$ cat src/rtl/fpu_pkg.sv
// Shared floating-point format constants and converter state encoding.
package fpu_pkg;

    // Single precision format
    localparam int unsigned SP_SIZE  = 32;
    localparam int unsigned SP_EXP_W = 8;
    localparam int unsigned SP_MAN_W = 23;
    localparam int unsigned SP_BIAS  = 127;

    // Double precision format
    localparam int unsigned DP_SIZE  = 64;
    localparam int unsigned DP_EXP_W = 11;
    localparam int unsigned DP_MAN_W = 52;
    localparam int unsigned DP_BIAS  = 1023;

    // Result width for the selected precision
    function automatic int unsigned fpu_size(input bit dbl);
        return dbl ? DP_SIZE : SP_SIZE;
    endfunction

    // Exponent field width for the selected precision
    function automatic int unsigned fpu_exp_w(input bit dbl);
        return dbl ? DP_EXP_W : SP_EXP_W;
    endfunction

    // Fraction field width for the selected precision
    function automatic int unsigned fpu_man_w(input bit dbl);
        return dbl ? DP_MAN_W : SP_MAN_W;
    endfunction

    // Exponent bias for the selected precision
    function automatic int unsigned fpu_bias(input bit dbl);
        return dbl ? DP_BIAS : SP_BIAS;
    endfunction

    typedef enum logic [1:0] {
        IDLE = 2'd0,
        NORM = 2'd1,
        DONE = 2'd2
    } state_t;

endpackage

$ cat src/rtl/int_to_fpu.sv
// Iterative signed-integer to IEEE-754 converter, round-toward-zero,
// normalising one bit per cycle.
module int_to_fpu
    import fpu_pkg::*;
#(
    parameter bit          double    = 1'b0,
    parameter int unsigned int_width = 32
) (
    input  logic                          clk,
    input  logic                          rst,
    input  logic                          in_valid,
    output logic                          in_ready,
    input  logic [int_width-1:0]          in_data,
    output logic                          out_valid,
    input  logic                          out_ready,
    output logic [fpu_size(double)-1:0]   result,
    output logic                          inexact
);

    localparam int unsigned SIZE     = fpu_size(double);
    localparam int unsigned EXP_W    = fpu_exp_w(double);
    localparam int unsigned MAN_W    = fpu_man_w(double);
    localparam int unsigned BIAS     = fpu_bias(double);
    localparam int unsigned IW       = int_width;
    localparam int unsigned EXT_W    = IW - 1 + MAN_W;
    localparam int unsigned EXP_INIT = BIAS + IW - 1;

    state_t             state, state_n;
    logic               sign, sign_n;
    logic [IW-1:0]      mag, mag_n;
    logic [EXP_W-1:0]   exp, exp_n;
    logic [SIZE-1:0]    result_n;
    logic               inexact_n;

    // Magnitude bits below the hidden one, MSB-aligned and zero-extended
    // so the fraction and the discarded tail can be sliced uniformly.
    logic [EXT_W-1:0]   ext;
    logic [MAN_W-1:0]   frac;
    logic               lost;

    // Fraction field extraction and truncation detection
    always_comb begin
        ext  = {mag[IW-2:0], {MAN_W{1'b0}}};
        frac = ext[EXT_W-1 -: MAN_W];
        lost = |ext[IW-2:0];
    end

    // State and datapath registers
    always_ff @(posedge clk or posedge rst) begin
        if (rst) begin
            state     <= IDLE;
            sign      <= 1'b0;
            mag       <= '0;
            exp       <= '0;
            result    <= '0;
            inexact   <= 1'b0;
            in_ready  <= 1'b1;
            out_valid <= 1'b0;
        end else begin
            state     <= state_n;
            sign      <= sign_n;
            mag       <= mag_n;
            exp       <= exp_n;
            result    <= result_n;
            inexact   <= inexact_n;
            in_ready  <= (state_n == IDLE);
            out_valid <= (state_n == DONE);
        end
    end

    // Next-state and datapath update
    always_comb begin
        state_n   = state;
        sign_n    = sign;
        mag_n     = mag;
        exp_n     = exp;
        result_n  = result;
        inexact_n = inexact;

        case (state)
            IDLE: begin
                if (in_valid && in_ready) begin
                    sign_n = in_data[IW-1];
                    // Unsigned negate: the most negative sample wraps onto 2^(IW-1)
                    mag_n  = in_data[IW-1] ? (IW'(~in_data) + IW'(1)) : in_data;
                    exp_n  = EXP_W'(EXP_INIT);
                    if (mag_n == '0) begin
                        result_n  = '0;
                        inexact_n = 1'b0;
                        state_n   = DONE;
                    end else begin
                        state_n   = NORM;
                    end
                end
            end
            NORM: begin
                if (mag[IW-1]) begin
                    result_n  = {sign, exp, frac};
                    inexact_n = lost;
                    state_n   = DONE;
                end else begin
                    mag_n = {mag[IW-2:0], 1'b0};
                    exp_n = exp - EXP_W'(1);
                end
            end
            DONE: begin
                if (out_ready) begin
                    state_n = IDLE;
                end
            end
            default: begin
                state_n = IDLE;
            end
        endcase
    end

endmodule

$ cat config.mk
export PLATFORM = sky130hd
export DESIGN_NAME = int_to_fpu
export DESIGN_NICKNAME = d
export VERILOG_FILES = /design/src/rtl/fpu_pkg.sv /design/src/rtl/int_to_fpu.sv
export SDC_FILE = /design/constraint.sdc
export NUM_CORES = 1
export LEC_CHECK = 0
export CELL_PAD_IN_SITES_DETAIL_PLACEMENT = 1
export CELL_PAD_IN_SITES_GLOBAL_PLACEMENT = 1
export CORE_ASPECT_RATIO = 1.75
export CORE_MARGIN = 3
export CORE_UTILIZATION = 44
export DETAILED_ROUTE_END_ITERATION = 10
export GPL_TIMING_DRIVEN = 0
export MAX_ROUTING_LAYER = met4
export PLACE_DENSITY = 0.83
export SYNTH_ARGS = -nofsm -noshare
export SYNTH_HDL_FRONTEND = slang
export SYNTH_SLANG_ARGS = --single-unit
$ cat constraint.sdc
create_clock -name clk -period 4.6 [get_ports clk]
set_input_delay 0.92 -clock clk [delete_from_list [all_inputs] [get_ports clk]]
set_output_delay 0.92 -clock clk [all_outputs]
set_load 0.005 [all_outputs]
# ---- Word-level counts from Yosys, hierarchy flattened
# Cells that the tools add are included.
dict set report classes {
  add_sub_neg 2
  eq_ne 7
  n_mux 20
  n_bitwise 1
  reduce_logical 10
}
# operator n
set op_table {}
lappend op_table {{two-way mux 32 bit} 6}
lappend op_table {{one-hot mux 32 bit (2 select lines)} 2}
lappend op_table {{adder 32 x 1 -> 32 bit (second input constant)} 1}
lappend op_table {{zero test 32 bit} 1}
lappend op_table {{inverter 32 bit} 1}
lappend op_table {{two-way mux 8 bit} 2}
lappend op_table {{one-hot mux 8 bit (2 select lines)} 1}
lappend op_table {{two-way mux 2 bit} 4}
lappend op_table {{!= test 2 bit (second input constant)} 4}
lappend op_table {{OR reduction 8 bit} 1}
lappend op_table {{subtractor 8 x 1 -> 8 bit (second input constant)} 1}
lappend op_table {{one-hot mux 2 bit (3 select lines)} 1}
lappend op_table {{equality test 2 bit (second input constant)} 2}
lappend op_table {{zero test 2 bit} 2}
lappend op_table {{AND reduction 2 bit} 2}
lappend op_table {{AND reduction 4 bit} 1}
lappend op_table {{two-way mux 1 bit} 3}
lappend op_table {{AND reduction 3 bit} 1}
lappend op_table {{equality test 2 x 1 -> 1 bit (second input constant)} 1}
lappend op_table {{one-hot mux 1 bit (2 select lines)} 1}
lappend op_table {{nonzero test 2 bit} 1}
lappend op_table {{logical AND 1 bit} 1}
dict set report word_totals {
  regBits 78
  input_bits 36
  out_inout_bits 35
}

# ---- Depth between registers and ports, before layout
dict set report depth {
  depth_word 8
  ltp_mapped 12
}

# ---- Worst setup path after synthesis
# OpenSTA, ideal clock, no wires.
dict set report synth_path {
  path_kind {input port to flip-flop}
  from {input in_data[2]}
  to {register inexact}
  arrival_time_ns 4.078
  t_required_ns 4.482
  path_slack_ns 0.403
  path_stages 12
  n_path_buf 4
  path_cell_list {buf_6 or4_4 buf_6 or4_4 buf_6 o41ai_2 xor2_1 nand3_1 or4b_4 nor4_4 buf_6 nor2_2}
}
dict set report synth_between {
  elab_chain_len 6
}
# element line
set synth_rtl {}
lappend synth_rtl {{start, declared} int_to_fpu.sv:13} ;# input logic [int_width-1:0] in_data,
lappend synth_rtl {{inverter 32 bit} int_to_fpu.sv:85} ;# mag_n = in_data[IW-1] ? (IW'(~in_data) + IW'(1)) : in_data;
lappend synth_rtl {{adder 32 x 1 -> 32 bit} int_to_fpu.sv:85}
lappend synth_rtl {{two-way mux 32 bit (*)} int_to_fpu.sv:85}
lappend synth_rtl {{zero test 32 bit (*)} int_to_fpu.sv:87} ;# if (mag_n == '0) begin
lappend synth_rtl {{!= test 2 bit (no line) (*)} --}
lappend synth_rtl {{AND reduction 4 bit (no line) (*)} --}
lappend synth_rtl {{end signal, assigned} int_to_fpu.sv:65} ;# inexact <= inexact_n;
lappend synth_rtl {{end, declared} int_to_fpu.sv:17} ;# output logic inexact
# Every way passes the cells marked *; elsewhere a longest branch is shown, timed or not.
# A chain may end at the register's enable or synchronous reset.

# ---- Worst setup path after layout
dict set report layout_path {
  from {input in_data[3]}
  to {register result[25]}
}
dict set report layout_between {
  elab_chain_len 6
}
# element line
set layout_rtl {}
lappend layout_rtl {{inverter 32 bit} int_to_fpu.sv:85}
lappend layout_rtl {{adder 32 x 1 -> 32 bit} int_to_fpu.sv:85}
lappend layout_rtl {{two-way mux 32 bit (*)} int_to_fpu.sv:85}
lappend layout_rtl {{zero test 32 bit (*)} int_to_fpu.sv:87}
lappend layout_rtl {{!= test 2 bit (no line) (*)} --}
lappend layout_rtl {{AND reduction 4 bit (no line) (*)} --}
lappend layout_rtl {{end signal, assigned} int_to_fpu.sv:64} ;# result <= result_n;
lappend layout_rtl {{end, declared} int_to_fpu.sv:16} ;# output logic [fpu_size(double)-1:0] result,
# Marked as above.

==> key figures <==
Route
  – Detailed Route WL: 14800 microns
  – Routed via count: 4403
  – Routed WL per cell: 20.22 microns
  – Pre-antenna DRT Iters: 4
  – DRC: 0
  – Post-route ant nets: 0
  – Routed vias/inst: 6.015
  – DR iter-0 viols: 144

Logic synthesis
  – Yosys warns: 0
  – Async set-reset flop share out of synthesis: 100.0%
  – EDFF count, synth: 0
  – Netlist cell types: 55
  – Syn_nets: 562
  – FF+latch count, synth: 78
  – Syn avg cell area: 8.811 sq um
  – Cell area after synthesis: 4617 sq um
  – Dominant synthesized flop cell: dfrtp_1
  – Synth Instances: 524
  – Seq/Total Area, Yosys: 42.30%

Die
  – Starting density of the core: 46.03%
  – Row Count: 48
  – Die width: 83.44 microns
  – I/O pin count: 71
  – Die area: 11810 sq um
  – Die height: 141.5 microns
  – Core Region: 10030 sq um

Hold path
  – Worst Hold Launch: mag[25]
  – Hold Path Cell Cnt: 1
  – Hold EP: mag[25]
  – Hold/Removal Path Class: register to register

Timing
  – Hold slack: 0.5255 ns
  – Final setup vio count: 0
  – Clock Skews: 0.006071 ns
  – Least-Margin Pin Slew: 0.9171 ns
  – Post-route minimum period: 4.399 ns
  – Max-slew headroom: 38.30%
  – Slew Limit Fails: 0
  – Setup TNS: 0 ns
  – RSZ-0062 raised after global routing: false
  – Final Hold Fails: 0
  – Tcrit/Tclk final: 95.63%
  – Peak Freq: 0.2273 GHz

Critical path
  – Worst reg2reg path depth: 8
  – CP Class: input pin to register
  – CP Capture Type: register
  – Crit start category: input pin
  – R2r endpoint: mag[5]
  – Critical Path RT: 4.82 ns
  – Worst r2r src: state[1]
  – WP data arrival: 4.62 ns
  – Peak fanout along the critical path: 10
  – Worst R2R Setup Slack: 1.88 ns

Placement
  – IO buf count: 62
  – Detailed Place HPWL: 11080 microns
  – RePlAce Congestion: 0.8984
  – Cell Area, Placed: 5424 sq um

Power
  – Power density cells: 591.4 nW/um^2
  – Peak VDD IR: 0.3160 mV
  – Final total power: 3.419 mW
  – Leak pwr: 2.294 nW

Global route
  – Total gr overflow: 0
  – First-pass GRT wire length: 24010 microns
  – Initial antenna violation count: 0
  – Vias in the first global route: 4785
  – Total GRT Usage: 26.25%
  – Largest net degree at the start of global routing: 69

Finish
  – Post-layout util: 57.63%
  – Most common cell after layout, fill and taps aside: dfrtp_1
  – Post-route design area: 5781 sq um
  – N_diodes: 0
  – Layout net count: 640
  – Layout cells sized above 1: 12.19%
  – Most frequent cells in the layout: dfrtp_1, nand2_1, clkdlybuf4s50_1
  – Area growth syn-to-layout: 25.20%

Clocking
  – Clock Path Buffers: 2
  – H-tree levels: 3
  – CTS root buf: clkbuf_16
  – CTS tree: built
  – Inserted Clock Buffers: 9
  – Worst-Skew Late Latency: 0.34 ns
  – Clk pin slew, worst setup/hold paths: 0.06 ns
  – # hold bufs at CTS: 0
  – # clock sinks: 78

Run status
  – Status: finished clean

Job
  – Max-cap violations: 0
[flip-flops by register name (all words and copies together) (netlist names)]
name and flops:
exp 8, mag 32, sign 1, result 32, inexact 1, out_valid 1
state 2, in_ready 1
[final cells by class]
type                            instances  area, sq um
Buffer                                 43        207.7
Clock buffer                           12        256.5
Clock inverter                          4        45.04
Fill cell                            1158         4249
Inverter                               10        40.04
Multi-Input combinational cell        392         2430
Sequential cell                        78         1953
Tap cell                              125        156.4
Timing Repair Buffer                   68        691.9
[per-layer routing]
metal	wire, microns	share of wire, %	global-route usage (%)	vias to the layer above
li1	-	-	-	2025
met1	5389	36	25.98	2216
met2	8226	56	48.98	116
met3	460	3.1	3.138	46
met4	726	4.9	15.00	0
met5	0	0	-	-
[per-stage QoR]
stage          worst slack [ns]  cells
2_1_floorplan            0.4035    524
3_3_place_gp            -0.4746    711
3_5_place_dp            -0.5545    712
4_1_cts                 0.01062    730
5_1_grt                 0.05882    732
6_report                 0.2011    732
[cells in the mapped netlist, drive strengths merged (3+ instances only)]
master / instances / area share (%)
and3: 4 / 0.54
xor2: 17 / 3.2
a31oi: 3 / 0.41
nand4: 7 / 0.95
buf: 8 / 1.7
and4: 3 / 0.57
a22oi: 15 / 2.4
xnor2: 16 / 3.0
a221o: 3 / 0.65
nor4: 10 / 1.7
o41ai: 6 / 1.5
dfrtp: 77 / 42
o31ai: 6 / 1.1
nand2: 76 / 6.2
o21ai: 48 / 5.2
nor2: 29 / 2.4
nor3: 14 / 1.5
o21a: 5 / 0.81
mux2i: 8 / 1.7
nand3: 40 / 4.3
a21oi: 43 / 7.0
inv: 10 / 0.81
clkbuf: 36 / 2.9
or4: 5 / 0.98
or3: 7 / 0.95
[worst max-delay path, stage by stage]
cell and delay, ns:
clkdlybuf4s50_1 0.54, or4_4 0.46, buf_6 0.15, or4_4 0.47, buf_6 0.15, o41ai_2 0.33
xor2_1 0.23, o2111ai_1 0.15, or4b_4 0.53, nor4_4 0.28, buf_6 0.17, buf_6 0.17
a21oi_2 0.05
[worst max-delay path by stage]
stage / cells after the start / to / startpoint
floorplan: 12 / inexact / in_data[2]
global placement: 12 / inexact / in_data[4]
detailed placement: 12 / inexact / in_data[4]
CTS: 14 / inexact / in_data[0]
global route: 11 / result[25] / in_data[20]
finish: 13 / result[25] / in_data[3]
[report_power, final]
group | internal (mW) | total [mW] | switching [mW] | leakage (nW)
registers | 0.999 | 1.25 | 0.248 | 0.949
clock network | 0.447 | 0.719 | 0.272 | 0.152
logic | 0.660 | 1.45 | 0.793 | 1.19
total | 2.11 | 3.42 | 1.31 | 2.29
[cells by family after synthesis]
logic type | count (synthesis) | share of synthesized area [%]
DFF | 78 | 42.30
xor gates and xnor gates | 33 | 6.260
AOI/OAI and AO/OA | 141 | 21.27
muxes | 9 | 1.978
buffers and inverters | 54 | 5.393
and+or+nand+nor | 207 | 22.25
adders and majority gates | 2 | 0.5419
[repair_timing]
item,CTS,global route
pin swaps,1,3
resized for setup,0,5
buffers inserted,2,3
endpoints found under the setup margin,35,35
(Power assumes the default switching activity.)
